--- src/rtl/counter_seq_ctrl_nbit.sv ---
// Run sequencer for an n-bit up/down loadable counter: preload, count, pulse done at the end value.
// Build option COUNTER_SEQ_HOLD_EN: while idle, keep the counter loaded with the last end value.
module counter_seq_ctrl_nbit #(
  parameter int CNT_WIDTH = 3
) (
  input  logic                 clk,
  input  logic                 reset_n,
  input  logic                 start,
  input  logic                 abort,
  input  logic [CNT_WIDTH-1:0] start_val,
  input  logic [CNT_WIDTH-1:0] end_val,
  input  logic                 dir,
  input  logic [CNT_WIDTH-1:0] counter_out,
  output logic                 load_en,
  output logic [CNT_WIDTH-1:0] counter_in,
  output logic                 up_down,
  output logic                 busy,
  output logic                 done
);

  typedef enum logic [1:0] {
    IDLE = 2'd0,
    LOAD = 2'd1,
    RUN  = 2'd2
  } state_t;

`ifdef COUNTER_SEQ_HOLD_EN
  localparam logic IDLE_LOAD_EN = 1'b1;
`else
  localparam logic IDLE_LOAD_EN = 1'b0;
`endif

  // Even parity over the captured run configuration.
  function automatic logic cfg_parity(
    input logic [CNT_WIDTH-1:0] s_val,
    input logic [CNT_WIDTH-1:0] e_val,
    input logic                 d_val
  );
    return ^{s_val, e_val, d_val};
  endfunction

  state_t               state_r;
  logic [CNT_WIDTH-1:0] start_r;
  logic [CNT_WIDTH-1:0] end_r;
  logic                 dir_r;
  logic                 cfg_par_r;

  logic                 cfg_ok_s;
  logic                 match_s;
  logic                 stop_s;
  logic [CNT_WIDTH-1:0] idle_counter_in_s;

  // Run-termination conditions; a corrupted configuration is treated like abort.
  always_comb begin
    cfg_ok_s = (cfg_parity(start_r, end_r, dir_r) == cfg_par_r);
    match_s  = (counter_out == end_r);
    stop_s   = abort | ~cfg_ok_s;
  end

  // Value presented on counter_in while idle.
  always_comb begin
`ifdef COUNTER_SEQ_HOLD_EN
    idle_counter_in_s = end_r;
`else
    idle_counter_in_s = counter_in;
`endif
  end

  // Sequencer state machine with registered counter controls and status.
  always_ff @(posedge clk or negedge reset_n) begin
    if (!reset_n) begin
      state_r    <= IDLE;
      start_r    <= {CNT_WIDTH{1'b0}};
      end_r      <= {CNT_WIDTH{1'b0}};
      dir_r      <= 1'b1;
      cfg_par_r  <= cfg_parity({CNT_WIDTH{1'b0}}, {CNT_WIDTH{1'b0}}, 1'b1);
      load_en    <= IDLE_LOAD_EN;
      counter_in <= {CNT_WIDTH{1'b0}};
      up_down    <= 1'b1;
      busy       <= 1'b0;
      done       <= 1'b0;
    end else begin
      done <= 1'b0;
      case (state_r)
        IDLE: begin
          if (start && !abort) begin
            start_r    <= start_val;
            end_r      <= end_val;
            dir_r      <= dir;
            cfg_par_r  <= cfg_parity(start_val, end_val, dir);
            state_r    <= LOAD;
            load_en    <= 1'b1;
            counter_in <= start_val;
            up_down    <= dir;
            busy       <= 1'b1;
          end else begin
            state_r    <= IDLE;
            load_en    <= IDLE_LOAD_EN;
            counter_in <= idle_counter_in_s;
            up_down    <= dir_r;
            busy       <= 1'b0;
          end
        end
        LOAD: begin
          if (stop_s) begin
            state_r    <= IDLE;
            load_en    <= IDLE_LOAD_EN;
            counter_in <= idle_counter_in_s;
            busy       <= 1'b0;
          end else begin
            state_r    <= RUN;
            load_en    <= 1'b0;
            busy       <= 1'b1;
          end
          up_down <= dir_r;
        end
        RUN: begin
          // Abort outranks a simultaneous end-value match.
          if (stop_s) begin
            state_r    <= IDLE;
            load_en    <= IDLE_LOAD_EN;
            counter_in <= idle_counter_in_s;
            busy       <= 1'b0;
          end else if (match_s) begin
            state_r    <= IDLE;
            load_en    <= IDLE_LOAD_EN;
            counter_in <= idle_counter_in_s;
            busy       <= 1'b0;
            done       <= 1'b1;
          end else begin
            state_r    <= RUN;
            load_en    <= 1'b0;
            busy       <= 1'b1;
          end
          up_down <= dir_r;
        end
        default: begin
          state_r    <= IDLE;
          load_en    <= IDLE_LOAD_EN;
          counter_in <= idle_counter_in_s;
          up_down    <= dir_r;
          busy       <= 1'b0;
        end
      endcase
    end
  end

endmodule
--- config.mk ---
export PLATFORM = sky130hd
export DESIGN_NAME = counter_seq_ctrl_nbit
export DESIGN_NICKNAME = d
export VERILOG_FILES = /design/src/rtl/counter_seq_ctrl_nbit.sv
export SDC_FILE = /design/constraint.sdc
export NUM_CORES = 1
export LEC_CHECK = 0
export ABC_AREA = 1
export CORE_MARGIN = 2
export CORE_UTILIZATION = 40
export DETAILED_ROUTE_END_ITERATION = 8
export GPL_TIMING_DRIVEN = 0
export PLACE_DENSITY = 0.78
export SLEW_MARGIN = 30
export SYNTH_ARGS = -nofsm -noshare
export SYNTH_HDL_FRONTEND = slang
export SYNTH_SLANG_ARGS = --single-unit
--- constraint.sdc ---
create_clock -name clk -period 1.04 [get_ports clk]
set_input_delay 0.208 -clock clk [delete_from_list [all_inputs] [get_ports clk]]
set_output_delay 0.208 -clock clk [all_outputs]
set_load 0.05 [all_outputs]
# Word-level counts from Yosys, hierarchy flattened
# Cells that the tools add are included.
# totals
out_inout_bits	7
ff_bits	13
inputBits	14
wordCells	34
# op_classes
bitwise	2
n_eq_ne	4
reduce_logical	6
n_mux	14
# ops
operator	n
$reduce_xor 7->1	2
$mux 1	9
$mux 2	3
$pmux 2 s3	1
$eq 3x3->1	1
$pmux 1 s3	1
$eq 2x1->1 const B	1
$eq 2x2->1 const B	1
$logic_not 2->1	1
$reduce_and 2->1	1
$eq 1x1->1	1
$logic_and 1x1->1	1
$logic_not 1->1	1
$not 1->1	1
$or 1x1->1	1

# Logic depth before layout (Yosys ltp)
# logic_depth
depth_word	6
mapped_depth	10
depth_no_buf	10

# Worst setup path after synthesis
# Ideal clock, no wire load.
# synth_timing
path_kind	reg2reg
start	register start_r[2]
end	register busy
t_arrival_ns	1.245
n_path_buf	0
path_stages_with_launch	10
required_ns	0.919
synth_period_minus_slack_ns	1.366
setup_time_ns	0.121
path_slack_ns	-0.326
path_cell_list	dfrtp_1 -> inv_1 -> nand2_1 -> nand2_1 -> nand2_1 -> nand2_1 -> inv_1 -> nand3_1 -> nand4_1 -> nand2_1
# synth_via
elab_chain_len	6
elab_cells_between_ends	7
cone_classes	eq/ne: 1; mux: 3; bitwise: 2; reduce/logical: 1
# synth_rtl
element	line_no	text
from (decl)	43	logic [CNT_WIDTH-1:0] start_r;
from (signal assigned)	73	start_r <= {CNT_WIDTH{1'b0}};
from (signal assigned)	87	start_r <= start_val;
$reduce_xor 7->1 *	39	return ^{s_val, e_val, d_val};
$eq 1x1->1 *	55	cfg_ok_s = (cfg_parity(start_r, end_r, dir_r) == cfg_par_r);
$not 1->1 *	57	stop_s = abort | ~cfg_ok_s;
$or 1x1->1 *	57	
$mux 1, on equally long branches	119, 105	
$pmux 1 s3 *	84	case (state_r)
to (signal assigned)	95	busy <= 1'b1;
to (signal assigned)	123	busy <= 1'b0;
to (signal assigned)	128	busy <= 1'b0;
to (decl)	17	output logic busy,
# Every way passes the cells marked *; elsewhere a longest branch is shown, timed or not.
# A chain may end at the register's enable or synchronous reset.

==> out/metrics.cfg <==
[critical_path]
critical_path.reg2reg.startpoint = cfg_par_r
worstSetupEndpointType = primary output
cp.arrival_ps = 1050
worst_path_max_delay_cell = dfstp_2
r2r_slack_ps = -180
crit_path_cell_trace = buf_4
worstRegToRegCells = 7
setup.worst_path.class = reg2out
timing.rr.end = busy
crit_path_start_kind = register
cpLargestDelayFamily = flip-flops
critPathMaxFanout = 3
timing.critical_path.slowest_cell_delay_ps = 570
path_buf_inv = 1
required_ps = 830

[floorplan]
chipHeight_um = 45.5
die-area_sq_um = 2070
number_of_placement_rows = 14
placeableCoreArea_sq_um = 1560
initial_utilization_pct = 44.1
floorplan.die.width_um = 45.5
ioPinCount = 21

[outcome]
run_status = complete, but fails checks
failing_checks = setup timing

[place]
place_ws_ps = -502
placedCellCount = 129
place_congestion = 0.726
dpl.hpwl_mm = 1.09
io_buffer_count = 20

[grt]
first_global_vias = 632
grtUsageTotal_pct = 17.0
globalRouteOverflowTotal = 0
pin_count_of_the_biggest_net_entering_global_routing = 13
antenna_violations_before_repair = 0
grt_pass1_wl_mm = 2.53

[synthesis]
synth-main-ff-cell = dfrtp_1
synthCells = 93
synthesis.area_sq_um = 688
number_of_flops_mapped_to_enable_cells_by_yosys = 0
post-synth-top-area-cell = dfrtp_1
postSynth.asyncResetShare_pct = 100
synth_seq_cells = 12
synth.yosys.seq_area_share_pct = 44.0
synthesis.nets = 107
yosysTopAreaCellShare_pct = 36.4
yosysUniqueCellTypes = 16
syn-mean-instance-area_sq_um = 7.40
leading_post_synthesis_cells_by_instance_count = nand2_1 (31), inv_1 (14), dfrtp_1 (10)
post_synth_main_area_contributors = dfrtp_1 (36%), nand2_1 (17%), dfstp_2 (7.6%)
synth_warn = 0
synth.most_common_cell = nand2_1

[routing]
wire_per_inst_um = 12.4
detail_route.first_pass.iterations = 3
via_per_inst = 4.93
finalWirelength_mm = 1.69
detailroute.via_count = 670
first_iter_violations = 8
drc = 0
ant_nets = 0

[worst_hold_path]
hold_path_end = dir_r
timing.hold.worst.class = in2reg
hold_depth = 3
hold_path.startpoint = dir

[clocking]
ctsHoldBuffers = 0
clockRootBuffer = clkbuf_4
tritoncts = built
clock_sinks = 12
path_clk_slew_ps = 80
clk_latency_ps = 270
cts_inserted_buffers = 3
cts_max_path_buffers = 2
cts-htree-levels = 1

[sta]
report.final.setup_viol = 11
fin_crit_sh_pct = 121
final-hold-violation-count = 0
fin_hold_ws_ps = 189
slew_at_the_pin_with_the_worst_max_slew_slack_ps = 546
fmax_ghz = 0.798
final-max-slew-violation-count = 0
max_slew_margin_pct = 63.5
grt_setup_unrepaired = yes
period_needed_ps = 1250
fin_worst_skew_ps = 4.89
timing.final.ws_setup_ps = -214

[layout]
fin_cells = 136
layout.nets = 135
drive_above_1_share_pct = 35.0
area_delta_synth_final_pct = 50.7
insertedDiodeCount = 0
final_core_utilization_pct = 66.5

[power_and_ir_drop]
vdd.ir_drop.worst_mv = 0.931
p_leak_nw = 0.546
power.density_nw_per_um2 = 1990
fin_total_pwr_mw = 2.07

[flow_run]
max-cap-violations = 0

final cells by class:
cell class / instances / area [sq um]
Tap cell: 16 / 20.0
Clock buffer: 4 / 36.3
Buffer: 1 / 11.3
Fill cell: 140 / 522
Timing Repair Buffer: 23 / 235
Inverter: 19 / 73.8
Sequential cell: 12 / 307
Multi-Input combinational cell: 61 / 354
flip-flops by register name, summed over array words and instances, names as in the netlist:
register	cells
busy	1
cfg_par_r	1
state_r	1
dir_r	1
done	1
load_en	1
start_r	3
end_r	3
logic make-up (layout without fill, tap and decap cells):
logic type / after synthesis / in the layout / share of synthesized area [%]
compound gates: 6 / 6 / 4.36
xor+xnor: 7 / 7 / 8.91
buf+inv: 20 / 47 / 11.5
flops: 12 / 12 / 44.0
simple gates: 48 / 48 / 31.3
metrics by stage:
step / setup TNS, ps / cell area (sq um)
finish: -862 / 1040
global route: -1480 / 1040
CTS: -892 / 992
detailed placement: -5490 / 930
global placement: -5220 / 930
floorplan: -1280 / 709
where the power goes:
part           total, mW  switching, mW  internal [mW]
clock              0.376          0.163          0.213
combinational      0.987          0.604          0.383
sequential         0.704          0.108          0.595
per-layer routing:
layer	track usage, %	up-vias	share of wire [%]
li1	-	333	-
met2	28.7	14	55
met4	11.8	0	1.3
met3	2.78	2	2.2
met1	19.4	321	42
met5	0	-	0
placed cells by master (no fill, tap or decap), types with 2 or more instances in the layout:
master           Yosys  layout
xnor2_1              4       4
buf_6                0      10
clkdlybuf4s50_1      0       7
xor2_1               3       2
nor2_1               3       3
o21ai_2              0       3
dfstp_2              2       2
inv_2                5       5
clkbuf_4             0       3
inv_1               14      13
dfrtp_1             10       7
o21ai_1              2       3
dfrtp_2              0       3
dlygate4sd2_1        0       5
nand4_1              2       2
nand3_1              6       5
nand2_2              4      10
nand2_1             31      25
how the worst max path moves through the flow:
stage           from       to  slack, ps  cells past startpoint
2_1_floorplan  dir_r     busy       -300                      6
3_3_place_gp   dir_r  up_down       -500                      1
3_5_place_dp   dir_r  up_down       -500                      1
4_1_cts        dir_r  up_down       -200                      1
5_1_grt        dir_r     done       -280                      7
6_report       dir_r  up_down       -210                      1
what timing repair did:
item,4_1_cts,5_1_grt
endpoints found under the setup margin,17,17
pin swaps,5,5
cloned,1,0
resized for setup,57,14
endpoints found under the hold margin,0,0
buffers inserted,2,0
No activity file was read; power rests on OpenSTA's default activity.
